### config.mk
export PLATFORM = sky130hd
export DESIGN_NAME = kf_host_loader
export DESIGN_NICKNAME = d
export VERILOG_FILES = /design/src/rtl/kf_pkg.sv /design/src/rtl/kf_tmo_cnt.sv /design/src/rtl/kf_host_loader.sv
export SDC_FILE = /design/constraint.sdc
export NUM_CORES = 1
export LEC_CHECK = 0
export BUFFER_PORTS_ARGS = -buffer_cell sky130_fd_sc_hd__buf_2
export CORE_AREA = 8 8 110 112
export CTS_CLUSTER_SIZE = 24
export DETAILED_ROUTE_END_ITERATION = 16
export DIE_AREA = 0 0 118 120
export PLACE_DENSITY = 0.64
export SLEW_MARGIN = 15
export SYNTH_ARGS = -nofsm -noshare
export SYNTH_HDL_FRONTEND = slang
export SYNTH_SLANG_ARGS = --single-unit
### constraint.sdc
create_clock -name clk -period 2.4 [get_ports clk]
set_input_delay 0.24 -clock clk [delete_from_list [all_inputs] [get_ports clk]]
set_output_delay 0.24 -clock clk [all_outputs]
set_load 0.05 [all_outputs]
### src/rtl/kf_pkg.sv
// kf_pkg: shared state encoding and default widths for the Kalman filter host loader.
package kf_pkg;
  localparam int W_DEF = 24;
  localparam int ADDRW_DEF = 5;
  localparam int FRAC = 14;
  typedef enum logic [2:0] {IDLE, LOAD, KICK, WBUSY, WDONE, OUT} state_t;
endpackage

### src/rtl/kf_tmo_cnt.sv
// kf_tmo_cnt: loadable down-counter that flags done when it has run down to zero.
module kf_tmo_cnt #(
  parameter int N = 1023
) (
  input  logic clk,
  input  logic rst,
  input  logic load,
  input  logic en,
  output logic done
);
  localparam int CW = $clog2(N + 1);
  logic [CW-1:0] cnt;
  always_ff @(posedge clk) begin
    if (rst || load) cnt <= CW'(N);
    else if (en && cnt != '0) cnt <= cnt - 1'b1;
  end
  assign done = cnt == '0;
endmodule

### src/rtl/kf_host_loader.sv
// kf_host_loader: streams measurement words into the core data bank, kicks one iteration and returns DATA_OUT.
module kf_host_loader
  import kf_pkg::*;
#(
  parameter int W = W_DEF,
  parameter int ADDRW = ADDRW_DEF,
  parameter int NMEAS = 2,
  parameter int MEAS_BASE = 0,
  parameter int TMO_CYC = 1023
) (
  input  logic             clk,
  input  logic             rst,
  input  logic             in_valid,
  output logic             in_ready,
  input  logic [W-1:0]     in_data,
  output logic             out_valid,
  input  logic             out_ready,
  output logic [W-1:0]     out_data,
  output logic [W-1:0]     kf_data_in,
  output logic [ADDRW-1:0] kf_dir,
  output logic             kf_write,
  output logic             kf_start,
  input  logic             kf_ready,
  input  logic [W-1:0]     kf_data_out,
  output logic [15:0]      iter_cnt,
  output logic             tmo_err
);
  localparam int IW = ADDRW + 1;
  localparam logic [ADDRW-1:0] BASE = ADDRW'(MEAS_BASE);
  localparam logic [IW-1:0] LAST = IW'(NMEAS - 1);
  state_t state;
  logic [IW-1:0] idx;
  logic tmo;
  logic in_fire;
  assign in_fire = in_valid && in_ready;
  // watchdog reloads on entry to each READY-wait state
  kf_tmo_cnt #(.N(TMO_CYC)) u_tmo (
    .clk (clk),
    .rst (rst),
    .load(state == KICK || (state == WBUSY && !kf_ready)),
    .en  (state == WBUSY || state == WDONE),
    .done(tmo)
  );
  always_ff @(posedge clk) begin
    if (rst) begin
      state      <= IDLE;
      idx        <= '0;
      in_ready   <= 1'b0;
      out_valid  <= 1'b0;
      out_data   <= '0;
      kf_data_in <= '0;
      kf_dir     <= BASE;
      kf_write   <= 1'b0;
      kf_start   <= 1'b0;
      iter_cnt   <= '0;
      tmo_err    <= 1'b0;
    end else begin
      kf_write <= 1'b0;
      kf_start <= 1'b0;
      case (state)
        IDLE: if (kf_ready) begin
          state    <= LOAD;
          idx      <= '0;
          in_ready <= 1'b1;
        end
        LOAD: if (in_fire) begin
          kf_write   <= 1'b1;
          kf_dir     <= BASE + idx[ADDRW-1:0];
          kf_data_in <= in_data;
          idx        <= idx + 1'b1;
          if (idx == LAST) begin
            in_ready <= 1'b0;
            state    <= KICK;
          end
        end
        KICK: begin
          kf_start <= 1'b1;
          state    <= WBUSY;
        end
        WBUSY: if (!kf_ready) state <= WDONE;
        else if (tmo) begin
          tmo_err   <= 1'b1;
          out_data  <= kf_data_out;
          out_valid <= 1'b1;
          state     <= OUT;
        end
        WDONE: if (kf_ready) begin
          out_data  <= kf_data_out;
          out_valid <= 1'b1;
          iter_cnt  <= iter_cnt + 1'b1;
          state     <= OUT;
        end else if (tmo) begin
          tmo_err   <= 1'b1;
          out_data  <= kf_data_out;
          out_valid <= 1'b1;
          state     <= OUT;
        end
        OUT: if (out_ready) begin
          out_valid <= 1'b0;
          state     <= IDLE;
        end
        default: state <= IDLE;
      endcase
    end
  end
endmodule

==> results.md <==
- Outcome: finished clean
- Logic pwr share: 7.1%
- CTS max path bufs: 2
- Post-DR wirelength/cell: approximately 14 um
- Die Footprint: 14200 sq um
- Cell variety after synth: 54
- Post-route ant nets: 0
- Row count: 38
- Final setup vio count: 0
- Crit path required time: about 2.7 ns
- First-pass GRT wire length: 17100 um
- Worst Setup Slack, final: between 0.2 and 0.3 ns
- Syn Area/Cell: roughly 8.5 sq um
- Share of cells above drive strength 1: around 27%
- Endpoint class of the critical path: register
- RSZ-0062 raised after global routing: no
- Setup TNS: 0 ns
- Prevailing post-synth register cell: dfxtp_1
- Yosys top cell area share: around 46%
- Post-DP HPWL: ~7200 um
- Die X: between 100 and 150 um
- Initial drt markers: roughly 160
- Routed via count: approximately 3.6k
- Number of global-route vias before repair: about 3.6k
- Max frequency: 473 MHz
- Number of enable flip-flop cells after synthesis: 0
- TritonCTS clock tree: built
- Worst Skew: around 0.013 ns
- Cts hold-fix bufs: 0
- Total clock sinks: slightly above 90
- Critical path fanouts, max: 13
- P&R area growth vs syn: 23.2%
- Sequential share of the synthesized area: a little under half
- RePlAce Congestion: a little over 0.8
- Initial antenna violation count: 0
- Core area: about 11000 sq um
- Starting Density: 38.3%
- Clock root buffer: clkbuf_8
- Commonest non-fill, non-tap cell in the layout: buf_2
- Worst Tran Pin Value: 0.533 ns
- Post-synth ARST share: 0%
- Mapped Cells: 473
- Critical path arrival: ~2.4 ns
- Tmin final: ~2.1 ns
- Post-CTS Resized: 0
- Routed Wire Length: just under 10000 um
- Relative max-transition margin: 63.9%
- Clk slew on worst S/H paths: roughly 0.1 ns
- Diodes inserted: 0
- P_leak: between 2 and 2.5 nW
- Hold Crit Class: input pin to register
- Cell area after synthesis: ~4000 sq um
- Cell Area, Placed: around 4800 sq um
- Slew Viols, Final: 0
- Largest net degree at the start of global routing: 50
- Final hold violation count: 0
- Clk Latency, worst-skew pair: between 0.3 and 0.4 ns
- FF+latch area: 1860 sq um
- Clock power frac: between 30% and 40%
- Post-DR vias/cell: 4.97
- Total power: roughly 2.9 mW
- Reg power frac: about 55%
- Most frequent cells in the layout: buf_2, nand2_1, dfxtp_1, a21oi_1, mux2i_1
- Grt total ovfl: 0
- # H-tree levels: 3
- TritonRoute pass-1 iters: 5
- Power density over cell area: just under 600 nW/um^2
- Crit Path Class: register to register
- Number of port buffers: about 130
- All-Layer GR Usage: 14.3%
- Yosys top cell by area: dfxtp_1
- Internal Power: 2.15 mW
- Synthesis warning total: 0
- TritonCTS Buffers: 9
- Final Cycle Share: 88.1%
- Fin util: 47.2%
- Final #Nets: 647
- FF+latch count, synth: between 90 and 100
- Num ports: 127
- Syn Nets: roughly 530
- Max cap viols: 0
- Setup Fix Bufs, Post-CTS: 0
- Fin area: roughly 5000 sq um
- Worst Setup Start Kind: register
- DRC: 0
- Largest cells by area after synthesis: dfxtp_1, nand2_1, a21oi_1, mux2i_1, or4_1
- Fill count: approximately 1.1k
- Switch share: ~25%
- Max VDD drop: approximately 0.00031 V
- Pre-CTS setup slack: around 0.35 ns
- Net Sw Power: 712 uW
- Die boundary height: 120 um
- Area occupied by multi-input gates: approximately 2000 sq um
==> registers in the layout (all words and copies together) (netlist names) <==
signal and count:
kf_dir 5, tmo_err 1, state 3, out_valid 1, idx 6, out_data 24
kf_write 1, iter_cnt 16, in_ready 1, kf_start 1, u_tmo.cnt 10, kf_data_in 24
==> metrics by stage <==
step / cells / hold slack (ns)
2_1_floorplan: 473 / 0.376
4_1_cts: 734 / 0.0781
3_3_place_gp: 718 / 0.431
3_5_place_dp: 718 / 0.444
6_report: 734 / 0.102
5_1_grt: 734 / 0.0721
==> cells by family after synthesis <==
| logic type | share of synthesized area (%) |
|---|---|
| flops | 46.3 |
| mux | 5.97 |
| buf+inv | 4.94 |
| fa+ha+maj | 1.55 |
| simple gates | 26.6 |
| compound gates | 12.3 |
| xor+xnor | 2.39 |
==> path summary, 6_finish.rpt <==
check / from / end / slack, ns / cells after the start
setup reg to reg: state[2]$_SDFFE_PP0P_ / iter_cnt[15]$_SDFFE_PP0P_ / 0.29 / 4
hold reg to reg: kf_data_in[17]$_SDFFE_PP0P_ / kf_data_in[17]$_SDFFE_PP0P_ / 0.46 / 2
hold / removal: in_data[19] / kf_data_in[19]$_SDFFE_PP0P_ / 0.10 / 3
setup / recovery: state[2]$_SDFFE_PP0P_ / iter_cnt[15]$_SDFFE_PP0P_ / 0.29 / 4
==> critical path: stages, from the launching register on <==
cell	delay (ns)
dfxtp_1	0.58
and4bb_1	0.36
nand4_1	0.38
or4_1	0.59
a21oi_1	0.15
==> Yosys cell counts (3+ instances only) <==
cell	instances
or3_1	3
clkbuf_1	17
or4_1	13
nand3_1	19
xor2_1	3
and3_1	4
nand3b_1	3
nand4_1	6
buf_2	6
or2_2	3
xnor2_1	8
a21oi_1	48
a31oi_1	3
nand2_1	120
nor2b_1	3
mux2i_1	24
o31ai_1	11
o21ai_0	5
buf_6	4
ha_1	5
dfxtp_1	93
nand2b_1	3
nor2_1	21
inv_1	11
==> cell type report <==
cell class	instances	share of cell area, %
Multi-Input combinational cell	339	39.6
Sequential cell	93	37.5
Timing Repair Buffer	135	14.3
Tap cell	140	3.53
Clock buffer	10	2.77
Clock inverter	6	1.39
Inverter	11	0.832
==> power groups by stage <==
stage / logic, mW / clock network [mW] / registers (mW)
floorplan: 0.0959 / 0 / 1.64
global placement: 0.200 / 0 / 1.61
detailed placement: 0.204 / 0 / 1.61
CTS: 0.205 / 1.13 / 1.57
global route: 0.225 / 1.20 / 1.57
finish: 0.202 / 1.09 / 1.57
==> metal layers <==
layer | track usage, % | wire, um | vias to the layer above
li1 | - | - | 1861
met1 | 16.0 | 4420 | 1676
met2 | 23.9 | 4580 | 98
met3 | 6.58 | 813 | 12
met4 | 4.40 | 112 | 0
met5 | 0 | 0 | -
Power figures use the tool's default switching activity.
